$ cat config.mk
export PLATFORM = sky130hd
export DESIGN_NAME = fir_sample_feeder
export DESIGN_NICKNAME = d
export VERILOG_FILES = /design/src/rtl/fir_pkg.sv /design/src/rtl/fir_feed_fifo.sv /design/src/rtl/fir_sample_feeder.sv
export SDC_FILE = /design/constraint.sdc
export NUM_CORES = 1
export LEC_CHECK = 0
export CORE_AREA = 2 2 98 118
export CTS_CLUSTER_DIAMETER = 120
export DETAILED_ROUTE_END_ITERATION = 16
export DIE_AREA = 0 0 100 120
export SETUP_SLACK_MARGIN = 0.02
export SLEW_MARGIN = 10
export SYNTH_ARGS = -nofsm -noshare
export SYNTH_HDL_FRONTEND = slang
export SYNTH_SLANG_ARGS = --single-unit
$ cat constraint.sdc
create_clock -name clk -period 2.7 [get_ports clk]
set_input_delay 0.27 -clock clk [delete_from_list [all_inputs] [get_ports clk]]
set_output_delay 0.27 -clock clk [all_outputs]
set_load 0.1 [all_outputs]
$ cat src/rtl/fir_pkg.sv
// Shared constants for the FIR datapath and its sample feeder.
// Defaults here are shared with the time-shared 3-tap FIR.
package fir_pkg;

    localparam int DATA_W      = 8;
    localparam int SLOT_CYCLES = 4;

    localparam logic [1:0] CFG_A = 2'd0;
    localparam logic [1:0] CFG_B = 2'd1;
    localparam logic [1:0] CFG_C = 2'd2;

endpackage

$ cat src/rtl/fir_feed_fifo.sv
// Small synchronous FIFO with occupancy count.
// Read data is the combinational head entry.
module fir_feed_fifo #(
    parameter int W     = 8,
    parameter int DEPTH = 4,
    parameter int LVL_W = $clog2(DEPTH + 1)
) (
    input  logic             clk,
    input  logic             rst,
    input  logic             push,
    input  logic [W-1:0]     wdata,
    input  logic             pop,
    output logic [W-1:0]     rdata,
    output logic [LVL_W-1:0] level,
    output logic             full,
    output logic             empty
);

    localparam int PTR_W = $clog2(DEPTH);

    logic [W-1:0]     mem [DEPTH];
    logic [PTR_W-1:0] wptr;
    logic [PTR_W-1:0] rptr;
    logic             push_ok;
    logic             pop_ok;

    assign full    = (level == LVL_W'(DEPTH));
    assign empty   = (level == '0);
    assign push_ok = push && !full;
    assign pop_ok  = pop && !empty;
    assign rdata   = mem[rptr];

    always_ff @(posedge clk) begin
        if (push_ok) begin
            mem[wptr] <= wdata;
        end
    end

    always_ff @(posedge clk) begin
        if (rst) begin
            wptr  <= '0;
            rptr  <= '0;
            level <= '0;
        end else begin
            if (push_ok) begin
                wptr <= wptr + PTR_W'(1);
            end
            if (pop_ok) begin
                rptr <= rptr + PTR_W'(1);
            end
            unique case ({push_ok, pop_ok})
                2'b10:   level <= level + LVL_W'(1);
                2'b01:   level <= level - LVL_W'(1);
                default: level <= level;
            endcase
        end
    end

endmodule

$ cat src/rtl/fir_sample_feeder.sv
// Slot-aligned sample feeder and double-buffered coefficients
// for the time-shared 3-tap FIR.
module fir_sample_feeder
    import fir_pkg::*;
#(
    parameter int DATA_W      = fir_pkg::DATA_W,
    parameter int FIFO_DEPTH  = 4,
    parameter int SLOT_CYCLES = fir_pkg::SLOT_CYCLES,
    parameter int LVL_W       = $clog2(FIFO_DEPTH + 1)
) (
    input  logic              clk,
    input  logic              rst,
    input  logic              in_valid,
    input  logic [DATA_W-1:0] in_data,
    output logic              in_ready,
    input  logic              cfg_we,
    input  logic [1:0]        cfg_addr,
    input  logic [DATA_W-1:0] cfg_data,
    output logic [DATA_W-1:0] datain,
    output logic [DATA_W-1:0] coeffA,
    output logic [DATA_W-1:0] coeffB,
    output logic [DATA_W-1:0] coeffC,
    output logic              slot_start,
    output logic              sample_valid,
    output logic              underrun,
    output logic [LVL_W-1:0]  level
);

    localparam int CNT_W = $clog2(SLOT_CYCLES);
    localparam logic [CNT_W-1:0] LAST = CNT_W'(SLOT_CYCLES - 1);

    logic [CNT_W-1:0]  slot_cnt;
    logic              upd;
    logic              push;
    logic              pop;
    logic              full;
    logic              empty;
    logic [DATA_W-1:0] head;
    logic [DATA_W-1:0] sh_a;
    logic [DATA_W-1:0] sh_b;
    logic [DATA_W-1:0] sh_c;

    assign upd        = (slot_cnt == LAST);
    assign slot_start = (slot_cnt == '0);
    assign in_ready   = !full;
    assign push       = in_valid && in_ready;
    // Pop sees the pre-edge level, so a push on the update edge never bypasses.
    assign pop        = upd && !empty;

    fir_feed_fifo #(
        .W     (DATA_W),
        .DEPTH (FIFO_DEPTH),
        .LVL_W (LVL_W)
    ) u_fifo (
        .clk   (clk),
        .rst   (rst),
        .push  (push),
        .wdata (in_data),
        .pop   (pop),
        .rdata (head),
        .level (level),
        .full  (full),
        .empty (empty)
    );

    always_ff @(posedge clk) begin
        if (rst) begin
            slot_cnt     <= '0;
            datain       <= '0;
            sample_valid <= 1'b0;
            underrun     <= 1'b0;
            coeffA       <= '0;
            coeffB       <= '0;
            coeffC       <= '0;
        end else begin
            slot_cnt <= upd ? '0 : slot_cnt + CNT_W'(1);
            underrun <= 1'b0;
            if (upd) begin
                datain       <= empty ? '0 : head;
                sample_valid <= !empty;
                underrun     <= empty;
                coeffA       <= sh_a;
                coeffB       <= sh_b;
                coeffC       <= sh_c;
            end
        end
    end

    always_ff @(posedge clk) begin
        if (rst) begin
            sh_a <= '0;
            sh_b <= '0;
            sh_c <= '0;
        end else if (cfg_we) begin
            unique case (1'b1)
                cfg_addr == CFG_A: sh_a <= cfg_data;
                cfg_addr == CFG_B: sh_b <= cfg_data;
                cfg_addr == CFG_C: sh_c <= cfg_data;
                default: ;
            endcase
        end
    end

endmodule

==> flow_metrics.env, run 1 <==
export IMPL_clockBufferDepth=2
export IMPL_layout_filler_cells=1038
export IMPL_synth_top_cell_area_share=0.3717
export IMPL_clk_root_buffer_cell="sky130_fd_sc_hd__clkbuf_16"
export IMPL_mux_cell_area_share_after_synthesis=0.1778
export IMPL_grt_max_degree=39
export IMPL_critical_path_endpoint_type="register"
export IMPL_area_growth_pct=24.18
export IMPL_cts_tree="yes"
export IMPL_grt_pass1_wl_mm=11.29
export IMPL_hold_viol=0
export IMPL_route_detailed_wl_per_inst_um=14.66
export IMPL_mappedNetlistNets=315
export IMPL_synth_async_sr_flop_share=0
export IMPL_nets=372
export IMPL_compound_cell_area_share_of_the_yosys_netlist=0.03704
export IMPL_floorplan_die_area_mm2=0.01200
export IMPL_cts_hold_buf=0
export IMPL_gp_congestion=0.7500
export IMPL_postCtsResizedCells=0
export IMPL_worstPathArrival_ns=2.65
export IMPL_vias_in_the_first_global_route=2203
export IMPL_final_period_utilization=0.8813
export IMPL_std_cell_rows=42
export IMPL_antenna_diode_count=0
export IMPL_coreArea_mm2=0.01093
export IMPL_main_combinational_cell_family_by_area_after_synthesis="multiplexers"
export IMPL_detailedPlace_worstSlack_ns=0.3345
export IMPL_fp_dieH_um=120
export IMPL_path_clk_slew_ns=0.07
export IMPL_io_buffer_count=60
export IMPL_timing_fmax_mhz=420.3
export IMPL_yosys_area_share_simple=0.08653
export IMPL_buffering_stage_count_on_the_worst_path_with_inverters_included=1
export IMPL_yosysMostFrequentCell="sky130_fd_sc_hd__dfxtp_1"
export IMPL_critical_path_max_stage_delay_ns=0.51
export IMPL_floorplan_initialDensity=0.3400
export IMPL_synth_top_area_cells="sky130_fd_sc_hd__dfxtp_1 (37%), sky130_fd_sc_hd__edfxtp_1 (26%), sky130_fd_sc_hd__mux2i_1 (13%), sky130_fd_sc_hd__nor2_1 (5.7%), sky130_fd_sc_hd__mux4_2 (4.8%)"
export IMPL_synthDistinctLibCells=31
export IMPL_synth_edf_count=32
export IMPL_status="finished clean"
export IMPL_period_needed_ns=2.379
export IMPL_routed_via_count=2265
export IMPL_top_level_ports=61
export IMPL_final_layout_size_suffix_gt1_frac=0.2190
export IMPL_die_width_um=100
export IMPL_cap_viol_max_count=0
export IMPL_register_area_mm2=0.002349
export IMPL_cts_post_setup_buffers_inserted=0
export IMPL_rsz_0062_raised_after_global_routing="false"
export IMPL_clk_latency_ns=0.34
export IMPL_max_slew_headroom=0.5189
export IMPL_yosys_warnings=0
export IMPL_startpoint_type_of_the_worst_setup_path="register"
export IMPL_static_leakage_power_nw=1.840
export IMPL_area_occupied_by_multi_input_gates_mm2=0.001265
export IMPL_hp_class="in2reg"
export IMPL_synthXorXnorAreaFrac=0.009428
export IMPL_p_total_mw=3.190
export IMPL_worstPathRequired_ns=2.97
export IMPL_crit_fanout=10
export IMPL_drtIter0Drc=84
export IMPL_overflow=0
export IMPL_antenna_violations_before_repair=0
export IMPL_layout_setup_ws_ns=0.3205
export IMPL_timing_final_max_slew_violations=0
export IMPL_synth_cells_most_frequent="sky130_fd_sc_hd__dfxtp_1 (69), sky130_fd_sc_hd__nor2_1 (56), sky130_fd_sc_hd__mux2i_1 (48)"
export IMPL_synth_fa_ha_area_frac=0.02896
export IMPL_synth_seq_cells=101
export IMPL_worstMarginPinSlew_ns=0.7189
export IMPL_detailedRoute_firstPassIterationCount=4
export IMPL_series_of_cell_instances_along_the_critical_path="or3b_1 -> nand2_1 -> ha_1 -> inv_1 -> fa_1 -> xor2_1 -> or3_2 -> a21oi_1"
export IMPL_routed_wl_mm=7.020
export IMPL_cts_inserted_buffers=9
export IMPL_critical_path_top_delay_family="simple AND/OR/NAND/NOR gates"
export IMPL_netlist_instances=285
export IMPL_finalSetupViolations=0
export IMPL_path_class="reg2reg"
export IMPL_timing_setup_tns_ns=0
export IMPL_clock_skew_final_ns=0.005817
export IMPL_grtUsageTotal=0.1228
export IMPL_detailedPlacementHpwl_mm=4.734
export IMPL_ys_flop_type="sky130_fd_sc_hd__dfxtp_1"
export IMPL_critPathSlowestCell="sky130_fd_sc_hd__or3b_1"
export IMPL_peakVddDrop_v=0.0003800
export IMPL_detail_route_vias_per_cell=4.729
export IMPL_clock_sink_count=101
export IMPL_synth_seq_area_share=0.6303
export IMPL_drt_drc_violations_left=0
export IMPL_route_antenna_remaining_nets=0
export IMPL_cts_htree_levels=3
export IMPL_syn_cell_area_mm2=0.003716
export IMPL_syn_avg_cell_area_um2=13.04
export IMPL_synth_top_area_cell="sky130_fd_sc_hd__dfxtp_1"
export IMPL_power_density_mw_per_mm2=691.2
[metal layers]
layer / track usage / up-vias / wire, um / share of wire
li1: - / 1112 / - / -
met3: 0.03902 / 8 / 416 / 0.059
met1: 0.1511 / 1089 / 3040 / 0.43
met2: 0.1997 / 56 / 3455 / 0.49
met5: 0 / - / 0 / 0
met4: 0.04880 / 0 / 107 / 0.015
[sequential cells by signal (all words and copies together), names as in the netlist, named ones only]
name / count
u_fifo.rptr: 2
u_fifo.level: 3
sample_valid: 1
coeffC: 8
datain: 8
sh_a: 8
coeffA: 8
slot_cnt: 2
coeffB: 8
u_fifo.mem: 32
sh_b: 8
u_fifo.wptr: 2
underrun: 1
sh_c: 8
[cells by family (layout without fill, tap and decap cells)]
| family | after synthesis | after routing |
|---|---|---|
| muxes | 56 | 56 |
| and+or+nand+nor | 73 | 73 |
| adders and majority gates | 8 | 8 |
| xor gates and xnor gates | 4 | 4 |
| buffers and inverters | 25 | 87 |
| DFF | 101 | 101 |
| AOI/OAI and AO/OA | 18 | 18 |
[report_power, final]
group	internal (mW)	switching, mW	leakage [nW]
registers	1.62	0.0295	0.854
clock network	0.658	0.563	0.142
logic	0.111	0.211	0.844
total	2.39	0.804	1.84
[layout by cell type (no fill, tap or decap), types with 2 or more instances in the layout]
| cell type | synthesis | final |
|---|---|---|
| sky130_fd_sc_hd__dfxtp_1 | 69 | 66 |
| sky130_fd_sc_hd__nor2_1 | 56 | 56 |
| sky130_fd_sc_hd__mux2i_1 | 48 | 48 |
| sky130_fd_sc_hd__buf_4 | 0 | 42 |
| sky130_fd_sc_hd__edfxtp_1 | 32 | 32 |
| sky130_fd_sc_hd__clkdlybuf4s50_1 | 0 | 20 |
| sky130_fd_sc_hd__clkbuf_16 | 0 | 9 |
| sky130_fd_sc_hd__inv_1 | 8 | 8 |
| sky130_fd_sc_hd__mux4_2 | 8 | 8 |
| sky130_fd_sc_hd__a22o_1 | 8 | 8 |
| sky130_fd_sc_hd__ha_1 | 7 | 6 |
| sky130_fd_sc_hd__and3_2 | 4 | 4 |
| sky130_fd_sc_hd__xor2_1 | 4 | 4 |
| sky130_fd_sc_hd__a21o_1 | 3 | 3 |
| sky130_fd_sc_hd__a21oi_1 | 3 | 3 |
| sky130_fd_sc_hd__nor3_1 | 2 | 2 |
| sky130_fd_sc_hd__nand3b_1 | 2 | 2 |
| sky130_fd_sc_hd__nand3_1 | 2 | 2 |
| sky130_fd_sc_hd__clkinv_4 | 0 | 2 |
| sky130_fd_sc_hd__dfxtp_2 | 0 | 2 |
[worst reg2reg max path: stages (launching register included)]
cell and delay [ns]:
sky130_fd_sc_hd__dfxtp_2 0.36, sky130_fd_sc_hd__or3b_1 0.51, sky130_fd_sc_hd__nand2_1 0.12, sky130_fd_sc_hd__ha_1 0.18
sky130_fd_sc_hd__inv_1 0.06, sky130_fd_sc_hd__fa_1 0.37, sky130_fd_sc_hd__xor2_1 0.16, sky130_fd_sc_hd__or3_2 0.41
sky130_fd_sc_hd__a21oi_1 0.14
[cell type report]
type	instances	area share
clock buffers	10	0.05179
clock inverters	6	0.01003
inverters	8	0.006508
multi-input cells	159	0.2741
flip-flops and latches	101	0.5089
well taps	132	0.03579
repair buffers	63	0.1128
[per-stage QoR]
stage | instance area (um2) | util | hold WS (ns) | std cells
after floorplan | 3722 | - | 0.3689 | 285
after global placement | 4329 | 0.3961 | 0.4375 | 463
after detailed placement | 4329 | 0.3961 | 0.4440 | 463
after CTS | 4614 | 0.4222 | 0.3400 | 479
after global routing | 4614 | 0.4222 | 0.3697 | 479
final | 4614 | 0.4222 | 0.3427 | 479
[worst paths after layout]
check / cells after the start / end / startpoint / slack, ns
min reg2reg: 1 / sample_valid / sample_valid / 0.45
max reg2reg: 8 / u_fifo.level[2] / u_fifo.level[0] / 0.32
min: 2 / coeffA[1] / rst / 0.34
max: 8 / u_fifo.level[2] / u_fifo.level[0] / 0.32
Power figures use the tool's default switching activity.
==> run 2: changes to the inputs <==
CAP_MARGIN = 20   (was default)
==> results of run 2 <==
Final layout, timing and power as in run 1 (identical DEF).
==> RTL change 1 (settings of run 2) <==
Change the parameter `FIFO_DEPTH` from 4 to 8.
--- a/src/rtl/fir_sample_feeder.sv
+++ b/src/rtl/fir_sample_feeder.sv
@@ -4,7 +4,7 @@
     import fir_pkg::*;
 #(
     parameter int DATA_W      = fir_pkg::DATA_W,
-    parameter int FIFO_DEPTH  = 4,
+    parameter int FIFO_DEPTH  = 8,
     parameter int SLOT_CYCLES = fir_pkg::SLOT_CYCLES,
     parameter int LVL_W       = $clog2(FIFO_DEPTH + 1)
 ) (
Interface: changed (resized level); port bits go from 61 to 62. The function was not compared with the original's and may differ.
==> RTL change 1 against run 2 <==
Final area is 42% higher; sequential share of layout area rose by 1.0 points; wire length increased by 38%; sequential power grew 38%; utilization grew 18 points; synthesized cell count increased by 32%; setup slack got worse by 0.13 ns; synthesized area rose by 40%; clock power up 96%; total power is 59% higher; combinational power grew 25%; sequential cell count is 36 higher; clock skew grew 0.0035 ns.
==> RTL change 1: results <==
# TYPE chip_impl_metric gauge
chip_impl_info{name="run_status",value="completed"} 1
chip_impl_metric{name="grt_util_all_layers",unit=""} 0.1731
chip_impl_metric{name="synth.yosys.seq_area_share",unit=""} 0.6503
chip_impl_metric{name="grt_first_pass_wirelength",unit="um"} 15530
chip_impl_metric{name="flop_to_flop_setup_slack",unit="ns"} 0.19
chip_impl_metric{name="post_synth_num_cell_types",unit=""} 38
chip_impl_metric{name="gr-usage-met3",unit=""} 0.05591
chip_impl_info{name="synthTopCellsByArea",value="sky130_fd_sc_hd__edfxtp_1 (37%), sky130_fd_sc_hd__dfxtp_1 (28%), sky130_fd_sc_hd__mux2i_1 (12%), sky130_fd_sc_hd__mux4_2 (5.2%), sky130_fd_sc_hd__nor2_1 (4.6%)"} 1
chip_impl_metric{name="dr_wl_met3",unit="um"} 434
chip_impl_info{name="most_used_standard_cells_in_the_synthesized_netlist",value="sky130_fd_sc_hd__dfxtp_1 (73), sky130_fd_sc_hd__edfxtp_1 (64), sky130_fd_sc_hd__nor2_1 (64)"} 1
chip_impl_metric{name="slew-limit-headroom",unit=""} 0.5002
chip_impl_metric{name="numCtsBuffers",unit=""} 17
chip_impl_metric{name="finalPower",unit="mW"} 5.062
chip_impl_metric{name="timing.critical_path.fanout_max",unit=""} 5
chip_impl_metric{name="detail_route.iter0.violations",unit=""} 91
chip_impl_metric{name="first_global_vias",unit=""} 3059
chip_impl_metric{name="gp_routability_congestion",unit=""} 0.7740
chip_impl_metric{name="placement.setup.worst_slack",unit="ns"} 0.1295
chip_impl_metric{name="grt_start_max_net_pins",unit=""} 38
chip_impl_metric{name="avgViaCountPerCell",unit=""} 5.119
chip_impl_metric{name="fillCellCount",unit=""} 912
chip_impl_metric{name="h-tree-depth",unit=""} 4
chip_impl_metric{name="worst_clock_skew",unit="ns"} 0.009365
chip_impl_info{name="critical_path_start",value="u_fifo.level[3]"} 1
chip_impl_metric{name="grt.met2_usage",unit=""} 0.2867
chip_impl_metric{name="port-buffer-count",unit=""} 61
## RTL change 1: cell count changes in the layout (fill, tap and decap cells not counted), sizes merged, moves of 12 or more
| cell | before | now |
|---|---|---|
| clkbuf | 10 | 25 |
| mux2i | 48 | 61 |
| buf | 43 | 55 |
| nand2 | 1 | 15 |
| edfxtp | 32 | 64 |
## RTL change 1: area by class of cell
cell class | count | area, um^2 | area share
tap | 132 | 165.2 | 0.02526
clock inverter | 7 | 67.56 | 0.01033
sequential | 137 | 3393 | 0.5190
timing repair buffer | 75 | 610.6 | 0.09340
clock buffer | 25 | 570.5 | 0.08727
multi-input combinational | 216 | 1719 | 0.2630
inverter | 3 | 11.26 | 0.001722
## RTL change 1: kinds of logic after synthesis
logic type / count (synthesis) / synth area share
DFF: 137 / 0.6503
muxes: 74 / 0.1715
adders and majority gates: 7 / 0.01683
AOI/OAI and AO/OA: 20 / 0.02477
buffers and inverters: 23 / 0.02092
xor gates and xnor gates: 7 / 0.01467
and+or+nand+nor: 108 / 0.1010
==> RTL change 2 (settings of run 2) <==
Made on the original files. Make the reset (`rst`) asynchronous in 3 clocked blocks.
--- a/src/rtl/fir_feed_fifo.sv
+++ b/src/rtl/fir_feed_fifo.sv
@@ -36,7 +36,7 @@
         end
     end
 
-    always_ff @(posedge clk) begin
+    always_ff @(posedge clk or posedge rst) begin
         if (rst) begin
             wptr  <= '0;
             rptr  <= '0;
--- a/src/rtl/fir_sample_feeder.sv
+++ b/src/rtl/fir_sample_feeder.sv
@@ -63,7 +63,7 @@
         .empty (empty)
     );
 
-    always_ff @(posedge clk) begin
+    always_ff @(posedge clk or posedge rst) begin
         if (rst) begin
             slot_cnt     <= '0;
             datain       <= '0;
@@ -86,7 +86,7 @@
         end
     end
 
-    always_ff @(posedge clk) begin
+    always_ff @(posedge clk or posedge rst) begin
         if (rst) begin
             sh_a <= '0;
             sh_b <= '0;
Formal check against the unedited RTL: differs if rst is asserted again (counterexample within 4 cycles, from zero or initial values and one cycle with rst high); with rst held inactive, the same outputs for 10 cycles.
==> RTL change 2 against run 2 <==
Synthesized area is 2.9% higher; final area is 4.1% higher; setup slack better by 0.18 ns; sequential cell count is 2 lower; count of clock-buffer cells in the layout is 5 higher; wire length is 1.3% lower; fmax is 8.0% higher; critical path type unchanged; largest cell class unchanged.
Power is not compared: it rests on default switching activity, and its combinational part moved more than twofold at a synthesized area within 25%.
==> RTL change 2: results <==
# TYPE chip_impl_metric gauge
chip_impl_metric{name="avgViaCountPerCell",unit=""} 4.718
chip_impl_info{name="run_status",value="completed"} 1
chip_impl_metric{name="synth.net_count",unit=""} 258
chip_impl_metric{name="place.detailed.instances",unit=""} 416
chip_impl_metric{name="hpwlAfterDp",unit="um"} 4683
chip_impl_metric{name="post_synth_num_cell_types",unit=""} 22
chip_impl_info{name="holdCritPathClass",value="input port to asynchronous set/reset pin"} 1
chip_impl_metric{name="via_count",unit=""} 2038
chip_impl_metric{name="gp_routability_congestion",unit=""} 0.7106
chip_impl_metric{name="synth.yosys.seq_area_share",unit=""} 0.6900
chip_impl_info{name="most_used_standard_cells_in_the_synthesized_netlist",value="sky130_fd_sc_hd__dfrtp_1 (67), sky130_fd_sc_hd__mux2_2 (48), sky130_fd_sc_hd__edfxtp_1 (32)"} 1
chip_impl_metric{name="slew_at_the_pin_closest_to_its_max_slew_limit",unit="ns"} 0.6537
chip_impl_metric{name="worst_clock_skew",unit="ns"} 0.006323
chip_impl_info{name="synthTopCellsByArea",value="sky130_fd_sc_hd__dfrtp_1 (44%), sky130_fd_sc_hd__edfxtp_1 (25%), sky130_fd_sc_hd__mux2_2 (14%), sky130_fd_sc_hd__mux4_2 (4.7%), sky130_fd_sc_hd__ha_1 (2.3%)"} 1
chip_impl_metric{name="syn_area_per_cell",unit="um^2"} 16.76
chip_impl_metric{name="grt_first_pass_wirelength",unit="um"} 11450
chip_impl_metric{name="timing.critical_path.fanout_max",unit=""} 6
chip_impl_metric{name="drive_above_1_share",unit=""} 0.4167
chip_impl_metric{name="detail_route.wl_per_cell",unit="um"} 16.04
chip_impl_metric{name="reg2reg_depth",unit=""} 9
chip_impl_metric{name="grt_util_all_layers",unit=""} 0.1266
chip_impl_metric{name="fillCellCount",unit=""} 985
chip_impl_info{name="critical_path.slowest_cell",value="sky130_fd_sc_hd__dfrtp_2"} 1
chip_impl_metric{name="design.final.nets",unit=""} 325
chip_impl_metric{name="critical-path-max-stage-delay",unit="ns"} 0.44
chip_impl_metric{name="first_global_vias",unit=""} 2215
chip_impl_metric{name="synth_async_sr_flop_share",unit=""} 0.6768
chip_impl_metric{name="drt_first_pass_iters",unit=""} 4
## RTL change 2: changes by cell type in the layout (fill, tap and decap cells not counted), moves of 9 or more
cell and delta:
sky130_fd_sc_hd__dfxtp_1 -66, sky130_fd_sc_hd__dfrtp_1 +64, sky130_fd_sc_hd__nor2_1 -52, sky130_fd_sc_hd__mux2_2 +48, sky130_fd_sc_hd__mux2i_1 -48, sky130_fd_sc_hd__nand2_1 +9
## RTL change 2: area by class of cell
type                       instances  area, um^2  share of cell area
multi-input combinational        105        1090              0.2269
clock inverter                     1       5.005            0.001042
clock buffer                      15       299.0             0.06227
timing repair buffer              63       538.0              0.1120
inverter                          17       63.81             0.01329
tap                              132       165.2             0.03439
sequential                        99        2641              0.5500
## RTL change 2: kinds of logic after synthesis
group	share of synthesized area
flip-flops	0.6900
XOR/XNOR	0.01375
adder cells (fa/ha/maj)	0.02815
multiplexers	0.1925
AO/OA/AOI/OAI	0.01440
buffers and inverters	0.02488
AND/OR/NAND/NOR	0.03633
## RTL change 2: final timing paths
kind	start	end	slack [ns]
hold reg to reg	slot_cnt[0]	slot_cnt[0]	0.47
min in group clk	slot_cnt[0]	slot_cnt[0]	0.47
setup reg to reg	u_fifo.level[1]	u_fifo.level[2]	0.50
max in group asynchronous	rst	u_fifo.level[1]	1.68
hold / removal	rst	datain[4]	0.35
setup / recovery	u_fifo.level[1]	u_fifo.level[2]	0.50
## RTL change 2: per-layer routing
layer | part of all wire | GRT usage | vias up
li1 | - | - | 942
met1 | 0.45 | 0.1631 | 1030
met2 | 0.49 | 0.2069 | 60
met3 | 0.053 | 0.03553 | 6
met4 | 0.0075 | 0.04110 | 0
met5 | 0 | 0 | -
## RTL change 2: power by group through the flow
stage	clock (mW)	sequential, mW	combinational (mW)
after floorplan	0	3.25	0.625
after global placement	0	2.18	2.16
after detailed placement	0	2.20	2.17
after CTS	1.30	2.17	2.17
after global routing	1.36	2.22	2.25
final	1.26	2.16	2.15
## RTL change 2: stage by stage
| step | hold slack (ns) | instance area [um^2] | worst slack [ns] |
|---|---|---|---|
| 2_1_floorplan | 0.3689 | 3826 | 0.07343 |
| 3_3_place_gp | 0.4368 | 4498 | 0.5687 |
| 3_5_place_dp | 0.4607 | 4498 | 0.5138 |
| 4_1_cts | 0.3633 | 4802 | 0.4996 |
| 5_1_grt | 0.4226 | 4802 | 0.3705 |
| 6_report | 0.3477 | 4802 | 0.4971 |
